<file path="src/rtl/alu_arbiter.sv">
// ---------------------------------------------------------------------------
// alu_arbiter
//
// Shares one 32-bit ALU between two requesters (for example the integer pipe
// and the address-generation unit). Each requester has a valid/ready request
// channel and a valid/ready response channel. Only one operation is in flight
// at a time. It moves through three states:
//   IDLE : arbitrate and accept one request
//   EXEC : drive the ALU from the latched operands and capture its outputs
//   RESP : hold the response until the owning requester takes it
//
// Arbitration is round-robin. When both requesters are valid, the winner is
// the one that was not granted last. The last-grant pointer comes out of
// reset pointing at requester 1, so requester 0 wins the first tie.
//
// Optional feature (compile-time macro):
//   ALU_ARB_FIXED_PRIO_EN - requester 0 always wins ties and there is no
//                           last-grant pointer. Requester 1 can starve while
//                           req0_valid stays high.
//
// Ports:
//   clk, rst                      clock (rising edge) and async active-low reset
//   reqN_valid / reqN_ready       request handshake (ready is combinational)
//   reqN_src1, reqN_src2, reqN_op operands and opcode, sampled at the handshake
//   rspN_valid / rspN_ready       response handshake
//   rspN_result, rspN_zero        registered ALU result and Zero flag
//   alu_src1, alu_src2, alu_type  ALU operand and opcode inputs
//   alu_rst                       ALU reset input, held at 0 (ALU always enabled)
//   alu_result, alu_zero          ALU outputs
// ---------------------------------------------------------------------------
module alu_arbiter #(
    parameter int DataSize  = 32,
    parameter int ALUopSize = 4
) (
    input  logic                 clk,
    input  logic                 rst,

    input  logic                 req0_valid,
    output logic                 req0_ready,
    input  logic [DataSize-1:0]  req0_src1,
    input  logic [DataSize-1:0]  req0_src2,
    input  logic [ALUopSize-1:0] req0_op,

    input  logic                 req1_valid,
    output logic                 req1_ready,
    input  logic [DataSize-1:0]  req1_src1,
    input  logic [DataSize-1:0]  req1_src2,
    input  logic [ALUopSize-1:0] req1_op,

    output logic                 rsp0_valid,
    input  logic                 rsp0_ready,
    output logic [DataSize-1:0]  rsp0_result,
    output logic                 rsp0_zero,

    output logic                 rsp1_valid,
    input  logic                 rsp1_ready,
    output logic [DataSize-1:0]  rsp1_result,
    output logic                 rsp1_zero,

    output logic [DataSize-1:0]  alu_src1,
    output logic [DataSize-1:0]  alu_src2,
    output logic [ALUopSize-1:0] alu_type,
    output logic                 alu_rst,
    input  logic [DataSize-1:0]  alu_result,
    input  logic                 alu_zero
);

    localparam logic [ALUopSize-1:0] OP_XOR  = ALUopSize'(4);
    localparam logic [ALUopSize-1:0] OP_NDEF = ALUopSize'(8);

    typedef enum logic [1:0] {
        IDLE = 2'd0,
        EXEC = 2'd1,
        RESP = 2'd2
    } state_t;

    state_t                 state;
    state_t                 state_nxt;

    // Operation latched at the request handshake
    logic [DataSize-1:0]    src1_q;
    logic [DataSize-1:0]    src2_q;
    logic [ALUopSize-1:0]   op_q;
    logic                   owner_q;     // 0 = requester 0, 1 = requester 1

    // Response registers, written only on the EXEC->RESP edge
    logic [DataSize-1:0]    result_q;
    logic                   zero_q;

    logic                   any_req;
    logic                   grant;       // id of the requester that wins in IDLE
    logic                   accept;      // a handshake happens this cycle
    logic                   owner_rsp_ready;

    assign any_req         = req0_valid | req1_valid;
    assign owner_rsp_ready = owner_q ? rsp1_ready : rsp0_ready;

    // ------------------------------------------------------------------
    // Winner selection. A lone requester always wins. A tie is broken by
    // the last-grant pointer, or by fixed priority when that build option
    // is enabled.
    // ------------------------------------------------------------------
`ifdef ALU_ARB_FIXED_PRIO_EN
    always_comb begin
        grant = 1'b0;
        if (!req0_valid && req1_valid) begin
            grant = 1'b1;
        end
    end
`else
    logic last_q;                        // requester granted most recently

    always_comb begin
        grant = 1'b0;
        if (req0_valid && req1_valid) begin
            grant = ~last_q;
        end else if (req1_valid) begin
            grant = 1'b1;
        end
    end

    // Reset value 1 makes requester 0 the winner of the first tie
    always_ff @(posedge clk or negedge rst) begin
        if (!rst) begin
            last_q <= 1'b1;
        end else if (accept) begin
            last_q <= grant;
        end
    end
`endif

    // ------------------------------------------------------------------
    // FSM state register
    // ------------------------------------------------------------------
    always_ff @(posedge clk or negedge rst) begin
        if (!rst) begin
            state <= IDLE;
        end else begin
            state <= state_nxt;
        end
    end

    // ------------------------------------------------------------------
    // FSM next-state and outputs. Ready depends on rst so that a requester
    // holding valid during reset never sees a handshake.
    // ------------------------------------------------------------------
    always_comb begin
        state_nxt  = state;
        accept     = 1'b0;
        req0_ready = 1'b0;
        req1_ready = 1'b0;
        rsp0_valid = 1'b0;
        rsp1_valid = 1'b0;
        alu_type   = op_q;

        case (state)
            IDLE: begin
                // No operation is in flight, so the ALU sees the NDEF opcode
                alu_type = OP_NDEF;
                if (any_req && rst) begin
                    accept     = 1'b1;
                    req0_ready = ~grant;
                    req1_ready = grant;
                    state_nxt  = EXEC;
                end
            end
            EXEC: begin
                state_nxt = RESP;
            end
            RESP: begin
                rsp0_valid = ~owner_q;
                rsp1_valid = owner_q;
                if (owner_rsp_ready) begin
                    state_nxt = IDLE;
                end
            end
            default: begin
                state_nxt = IDLE;
                alu_type  = OP_NDEF;
            end
        endcase
    end

    // ------------------------------------------------------------------
    // Operand latch. The ALU inputs come straight from these registers, so
    // they stay stable through EXEC and RESP and only change on a new
    // handshake.
    // ------------------------------------------------------------------
    always_ff @(posedge clk or negedge rst) begin
        if (!rst) begin
            src1_q  <= '0;
            src2_q  <= '0;
            op_q    <= OP_NDEF;
            owner_q <= 1'b0;
        end else if (accept) begin
            src1_q  <= grant ? req1_src1 : req0_src1;
            src2_q  <= grant ? req1_src2 : req0_src2;
            op_q    <= grant ? req1_op   : req0_op;
            owner_q <= grant;
        end
    end

    // ------------------------------------------------------------------
    // Result capture at the end of EXEC. Opcodes of 8 and above always
    // return zero, whatever the ALU drives for them. The ALU Zero output is
    // meaningful only for XOR, so it is masked for every other opcode.
    // ------------------------------------------------------------------
    always_ff @(posedge clk or negedge rst) begin
        if (!rst) begin
            result_q <= '0;
            zero_q   <= 1'b0;
        end else if (state == EXEC) begin
            result_q <= (op_q < OP_NDEF) ? alu_result : '0;
            zero_q   <= (op_q == OP_XOR) ? alu_zero : 1'b0;
        end
    end

    // The response data is shared. Only the owner's rsp_valid qualifies it.
    assign rsp0_result = result_q;
    assign rsp1_result = result_q;
    assign rsp0_zero   = zero_q;
    assign rsp1_zero   = zero_q;

    // Shift amounts go through unmodified; the ALU applies the mod-32 rule
    assign alu_src1 = src1_q;
    assign alu_src2 = src2_q;
    assign alu_rst  = 1'b0;

endmodule

</file>
<file path="config.mk">
export PLATFORM = sky130hd
export DESIGN_NAME = alu_arbiter
export DESIGN_NICKNAME = d
export VERILOG_FILES = /design/src/rtl/alu_arbiter.sv
export SDC_FILE = /design/constraint.sdc
export NUM_CORES = 1
export LEC_CHECK = 0
export CAP_MARGIN = 20
export CORE_MARGIN = 3
export CORE_UTILIZATION = 30
export DETAILED_ROUTE_END_ITERATION = 8
export PLACE_DENSITY = 0.78
export SYNTH_ARGS = -nofsm -noshare
export SYNTH_HDL_FRONTEND = slang
export SYNTH_SLANG_ARGS = --single-unit
</file>
<file path="constraint.sdc">
create_clock -name clk -period 1.55 [get_ports clk]
set_clock_uncertainty 0.1 [all_clocks]
set_input_delay 0.2325 -clock clk [delete_from_list [all_inputs] [get_ports clk]]
set_output_delay 0.2325 -clock clk [all_outputs]
set_load 0.01 [all_outputs]
</file>
==> metrics.csv, run 1 <==
metric;value;unit
synth_top_area_cell;dfrtp_1;
synth_top_area_share;52.8;%
drive_gt1_share;17.0;%
antenna_cells;0;
timing.fmax;0.581;GHz
hpwl;11.8;mm
grt-ovfl-total;0;
firstDrtPassIters;4;
cp.arrival;1.85;ns
worst_slack;-0.172;ns
nNetsFinal;910;
syn_inst;435;
ys_ff_latch;105;
wirelength;16.9;mm
viasPerCell;4.75;
grt_pass1_vias;4514;
gp_congestion;0.788;
rsz0062_at_grt;true;
drcViolationCount;0;
fill_cells;1403;
p_leak;4.06;nW
drv_slew;0;
path_class;flip-flop to flip-flop;
antenna_found_initial;0;
powerDensity;1720;nW/um^2
cp.required;1.67;ns
synth_nets;614;
vias;4522;
port_buffers;312;
htree_levels;3;
yosysWarnings;0;
synth_common_cells;103 x dfrtp_1, 68 x a221o_1, 68 x and2_0;
synth_edf_count;0;
detail-route-antenna-nets;0;
gr-usage-all-layers;17.2;%
insertion_delay;0.34;ns
start_util;30.7;%
cts_tree;built;
hp-class;primary input to flip-flop;
io_pins;314;
tns;-11.72;ns
clk_path_buf_depth;2;
cts_buffers;9;
grt_pass1_wl;24.3;mm
ys.flop_type;dfrtp_1;
violations;negative setup slack;
fin_crit_sh;111;%
dieArea;17800;um^2
final_core_util;54.5;%
fp.dieW;134;um
yosysSeqAreaShare;53.9;%
dieHeight;134;um
synth_cell_types;25;
vdd_drop_max;0.942;mV
area_growth_syn_to_layout;77.4;%
synth.top_cells.by_area;dfrtp_1 53%, a221o_1 14%, and2_0 8.7%;
hold_viol;0;
rows;46;
path_max_fanout;15;
avgRoutedWirePerCell;17.7;um
clock-sinks;105;
clk_pin_slew;0.07;ns
synth_most_common_cell;dfrtp_1;
ys_async_sr_fraction;100;%
period_needed;1.72;ns
core_area;15900;um^2
max_cap_viol_count;0;
status;finished, violations left;
cts-root-buf;clkbuf_16;
critPathLaunchType;flip-flop;
setup_viol;77;
grt_max_degree;44;
avgSynthCellArea;11.2;um^2
end_kind;flip-flop;
drt_iter0_drc;152;
syn_area;4880;um^2
path summary, 6_finish.rpt:
path	slack, ns	cells after the start	startpoint	endpoint
worst max-delay path	-0.17	7	state[0]	alu_src2[15]
worst min-delay path	0.36	3	alu_result[26]	rsp0_result[26]
worst max register to register	-0.17	7	state[0]	alu_src2[15]
worst min register to register	0.43	2	rsp0_result[1]	rsp0_result[1]
max in group asynchronous	0.18	4	rst	last_q
min in group asynchronous	0.44	3	rst	alu_src2[1]
kinds of logic after synthesis:
logic type	after synthesis	synth area share (%)
simple gates	110	14.9
buf+inv	102	11.0
fa+ha+maj	4	1.03
other cells	1	0.0768
compound gates	111	18.7
flops	105	53.9
mux	2	0.436
per-stage QoR:
| stage | setup slack, ns | instances | power, W | hold slack [ns] | instance area (um^2) |
|---|---|---|---|---|---|
| final | -0.172 | 951 | 0.0149 | 0.358 | 8660 |
| after global routing | -0.262 | 951 | 0.0159 | 0.359 | 8660 |
| after CTS | -0.204 | 943 | 0.0143 | 0.344 | 8400 |
| after detailed placement | -0.416 | 924 | 0.0127 | 0.232 | 8160 |
| after global placement | -0.365 | 924 | 0.0126 | 0.238 | 8160 |
| after floorplan | -0.00654 | 435 | 0.00847 | -0.163 | 4900 |
layout by cell type, fill, tap and decap left out, types with 4 or more instances in the layout:
cell             instances
and2_0                  20
clkbuf_16               10
o21ai_0                 34
buf_6                    7
buf_12                  10
dlygate4sd2_1          130
inv_1                   35
dfrtp_1                103
buf_4                   24
a221o_1                 68
and2_4                  51
a21oi_1                  4
clkdlybuf4s50_1        173
nand3b_1                32
sequential cells by signal, summed over array words and instances (netlist names):
register / flops
rsp0_result: 32
last_q: 1
alu_src2: 32
alu_src1: 32
op_q: 4
rsp0_zero: 1
owner_q: 1
state: 2
layer usage:
layer | track usage, % | up-vias | part of all wire [%] | wire, um
met4 | 5.26 | 0 | 2.1 | 353
li1 | - | 2107 | - | -
met5 | 0 | - | 0 | 0
met3 | 6.19 | 25 | 9.1 | 1530
met1 | 20.7 | 2152 | 42 | 7030
met2 | 29.0 | 238 | 47 | 7960
final cells by class:
class	count	area [um^2]	area share [%]
inverters	37	139	1.60
well taps	216	270	3.12
clock inverters	5	81.3	0.939
flip-flops and latches	105	2630	30.4
repair buffers	350	3400	39.3
clock buffers	10	229	2.64
multi-input cells	228	1910	22.0
worst max-delay path: stages, from the launching register on:
cell	delay, ns
dfrtp_1	0.39
inv_2	0.09
ha_4	0.17
o211ai_1	0.12
buf_4	0.19
buf_12	0.15
and2_4	0.13
a221o_1	0.26
report_power, final:
| part | switching [W] | internal [W] |
|---|---|---|
| registers | 0.000770 | 0.00400 |
| clock network | 0.00102 | 0.00141 |
| logic | 0.00329 | 0.00441 |
| total | 0.00508 | 0.00982 |
timing repair:
| item | in CTS | in global routing |
|---|---|---|
| gates cloned | 0 | 4 |
| resized for setup | 189 | 88 |
| setup buffers | 3 | 4 |
| endpoints found under the hold margin | 22 | 0 |
| endpoints found under the setup margin | 209 | 81 |
| pin swaps | 5 | 2 |
| hold buffers | 1 | 0 |
Note: power is estimated with default switching activity, not from simulation.
==> run 2, diff against run 1 <==
--- a/config.mk
+++ b/config.mk
@@ -11,3 +11,3 @@
 export DETAILED_ROUTE_END_ITERATION = 8
-export PLACE_DENSITY = 0.78
+export PLACE_DENSITY = 0.75
 export SYNTH_ARGS = -nofsm -noshare
==> constraint.sdc (replaced) <==
create_clock -name clk -period 2.1 [get_ports clk]
set_clock_uncertainty 0.1 [all_clocks]
set_input_delay 0.315 -clock clk [delete_from_list [all_inputs] [get_ports clk]]
set_output_delay 0.315 -clock clk [all_outputs]
set_load 0.1 [all_outputs]
==> run 2 against run 1 <==
The run now ends clean; non-clock buffer count shrank 21; worst setup slack gained 0.24 ns; count of clock-buffer cells in the layout grew 1; sequential share of layout area grew 1.9 points; register-to-register slack gained 0.32 ns; sequential cell count is the same; first-iteration DRC count shrank 2.6%; critical path depth shrank 1.
==> metrics.csv, run 2 (synthesis results as in run 1) <==
metric;value;unit
status;completed;
dieArea;17800;um^2
critPathMaxStageDelay;0.41;ns
insertion_delay;0.34;ns
fin_hold_ws;0.00264;ns
grt_pass1_wl;25.0;mm
cpMostUsedCell;buf_12;
drcViolationCount;0;
worst_slack;0.0711;ns
start_util;30.7;%
hold_viol;0;
gp_congestion;0.820;
clock-sinks;105;
tightest_slew;0.758;ns
max_slew_margin;49.5;%
clk_pin_slew;0.08;ns
period_needed;2.03;ns
detail-route-antenna-nets;0;
firstDrtPassIters;4;
placed_cell_area;7780;um^2
dp_slack;0.0435;ns
slowest_stage;dfrtp_1;
path_class;flip-flop to primary output;
core_area;15900;um^2
fin_area;8150;um^2
hpwl;12.1;mm
port_buffers;312;
drive_gt1_share;25.3;%
htree_levels;3;
rows;46;
nNetsFinal;889;
area_growth_syn_to_layout;66.9;%
avgRoutedWirePerCell;17.3;um
cp_cell_sequence;inv_2 > ha_4 > nand3_1 > a21oi_4 > buf_12 > buf_12;
gr-usage-all-layers;17.7;%
dieHeight;134;um
drv_slew;0;
wirelength;16.1;mm
clk_path_buf_depth;2;
layout_commonest_cell;clkdlybuf4s50_1;
hp-class;primary input to async pin;
drt_iter0_drc;148;
grt_max_degree;67;
fill_cells;1425;
cts-root-buf;clkbuf_16;
final_core_util;51.3;%
mostFrequentLayoutCells;173 x clkdlybuf4s50_1, 144 x buf_4, 103 x dfrtp_1;
end_kind;primary output;
max_cap_viol_count;0;
fp.dieW;134;um
setup_viol;0;
critPathLaunchType;flip-flop;
cts_tree;built;
path_max_fanout;5;
grt_pass1_vias;4671;
antenna_found_initial;1;
timing.fmax;0.493;GHz
cp.arrival;1.61;ns
postCtsHoldBufs;0;
viasPerCell;4.74;
cp.required;1.68;ns
grt-ovfl-total;0;
cts_buffers;9;
fin_crit_sh;96.6;%
io_pins;314;
vias;4415;
[run 2: final cells by class]
type                       instances  area [um^2]  area share (%)
antenna                            1         2.50          0.0307
clock buffer                      11          243            2.98
clock inverter                     5         63.8           0.783
inverter                          37          139            1.70
multi-input combinational        228         1750            21.4
sequential                       105         2630            32.3
tap                              216          270            3.32
timing repair buffer             329         3050            37.5
[run 2: worst paths after layout]
kind	from	endpoint	slack, ns	depth (start not counted)
min in group clk	rst	state[0]	0.34	4
worst max register to register	state[0]	alu_src1[28]	0.15	8
worst max-delay path	state[0]	req1_ready	0.07	6
worst min-delay path	rst	alu_src2[24]	0.003	2
worst min register to register	rsp0_result[14]	rsp0_result[14]	0.45	2
max in group asynchronous	rst	op_q[0]	1.31	2
[run 2: worst max-delay path: cells and delay by family (launching register included)]
family	cells	cell delay, ns
buf+inv	3	0.39
compound gates	1	0.18
simple gates	1	0.13
fa+ha+maj	1	0.17
flops	1	0.41
[run 2: metrics by stage]
| step | instances | TNS [ns] |
|---|---|---|
| detailed placement | 909 | 0 |
| global placement | 909 | 0 |
| CTS | 926 | 0 |
| floorplan | 435 | 0 |
| finish | 932 | 0 |
| global route | 932 | -0.0167 |
[run 2: timing repair]
item,CTS,global route
resized for setup,3,1
endpoints found under the setup margin,2,2
buffers inserted,1,5
[run 2: layer usage]
metal	global-route usage [%]	part of all wire (%)	vias up
li1	-	-	2058
met1	20.7	38	2123
met2	30.0	50	213
met3	5.89	9.2	21
met4	7.26	2.3	0
met5	0	0	-
Power of run 2 is not shown: default switching activity piles up to over one toggle a cycle in this logic, so the estimate is an artifact.
==> run 3, diff against run 2 <==
- GPL_TIMING_DRIVEN: unset -> 0
==> run 3 against run 2 <==
Sequential share of layout area is 1.5 points lower; register-to-register slack better by 0.03 ns; critical path type unchanged; the run now ends with negative hold slack left; highest routed layer unchanged; critical endpoint is now rsp1_result[24]; count of clock-buffer cells in the layout is 1 lower.
==> metrics.csv, run 3 (synthesis results as in run 1) <==
metric;value;unit
grt_pass1_vias;4887;
tns;0;ns
drv_slew;0;
path_max_fanout;3;
insertion_delay;0.34;ns
tightest_slew;1.03;ns
rows;46;
drive_gt1_share;16.3;%
htree_levels;3;
io_pins;314;
gp_congestion;0.778;
avgRoutedWirePerCell;17.7;um
routed.top_layer;met4;
dieHeight;134;um
drt_iter0_drc;173;
grt-ovfl-total;0;
fill_cells;1484;
core_area;15900;um^2
cts_tree;built;
m1WireLength;7.03;mm
start_util;30.7;%
dieArea;17800;um^2
period_needed;2.05;ns
path_class;flip-flop to primary output;
firstDrtPassIters;6;
area_growth_syn_to_layout;75.0;%
cp.arrival;1.64;ns
critPathLaunchType;flip-flop;
end_kind;primary output;
grt_max_degree;57;
critPathLaunch;rsp0_result[24];
port_buffers;312;
max_slew_margin;31.4;%
rr_startpoint;state[1];
violations;negative hold slack;
cts-root-buf;clkbuf_16;
fin_crit_sh;97.8;%
hp-class;primary input to async pin;
antenna_found_initial;0;
fin_hold_ws;-0.180;ns
cts_buffers;9;
gr-usage-all-layers;19.3;%
max_cap_viol_count;0;
hpwl;13.6;mm
fp.dieW;134;um
vias;4640;
setup_viol;0;
grt_pass1_wl;27.0;mm
clock-sinks;105;
nNetsFinal;946;
met3_length;1.49;mm
mostFrequentLayoutCells;173 x clkdlybuf4s50_1, 103 x dfrtp_1, 97 x dlygate4sd2_1;
rsz0062_at_grt;true;
cp.required;1.68;ns
wirelength;17.5;mm
hold_viol;50;
viasPerCell;4.70;
detail-route-antenna-nets;0;
timing.fmax;0.487;GHz
clk_path_buf_depth;2;
wl_met2;8.68;mm
antenna_cells;0;
drcViolationCount;0;
layout_commonest_cell;clkdlybuf4s50_1;
clk_pin_slew;0.08;ns
status;finished, violations left;
## run 3: cell count changes in the layout (fill, tap and decap cells not counted), sizes merged
cell	delta
buf	-89
bufinv	-1
clkbuf	+31
clkdlybuf4s15	+17
clkinv	+2
diode	-1
dlygate4sd2	+97
## run 3: stage by stage
step	instance area (um^2)	hold WS (ns)	worst slack (ns)	util, %	instances
final	8540	-0.180	0.0457	53.8	988
after global routing	8540	-0.147	-0.0209	53.8	988
after detailed placement	8300	0.317	-1.36	52.3	964
after floorplan	4880	-0.0806	0.154	-	435
after global placement	8280	0.405	-5.20	52.1	963
after CTS	8540	-0.174	0.00340	53.8	984
## run 3: worst max-delay path, cell delays in order (launching register included)
cell and delay (ns):
dfrtp_1 0.38, buf_4 0.11, clkdlybuf4s15_1 0.80
## run 3: worst paths after layout
check	endpoint	slack (ns)	cells after the start
worst max register to register	alu_src1[22]	0.18	7
max in group asynchronous	op_q[3]	1.37	2
worst min register to register	rsp0_result[14]	0.44	2
worst max-delay path	rsp1_result[24]	0.05	2
min in group clk	rsp0_result[24]	0.44	3
worst min-delay path	rsp0_result[10]	-0.18	1
## run 3: repair_timing
action	in CTS	in global routing
pin swaps	0	2
setup buffers	4	5
hold endpoints to repair	50	50
endpoints found under the setup margin	206	79
resized for setup	223	37
## run 3: cell type report
cell class	count	area (um^2)	area share, %
Inverter	37	139	1.63
Buffer	64	415	4.86
Tap cell	216	270	3.16
Sequential cell	105	2630	30.8
Clock inverter	6	51.3	0.600
Clock buffer	10	239	2.80
Timing Repair Buffer	322	3040	35.6
Multi-Input combinational cell	228	1760	20.6
## run 3: per-layer routing
| layer | GRT usage [%] | vias to the layer above |
|---|---|---|
| met3 | 6.91 | 21 |
| li1 | - | 2182 |
| met5 | 0 | - |
| met2 | 33.9 | 208 |
| met4 | 5.37 | 0 |
| met1 | 22.4 | 2229 |
Power of run 3 is left out for the same reason.
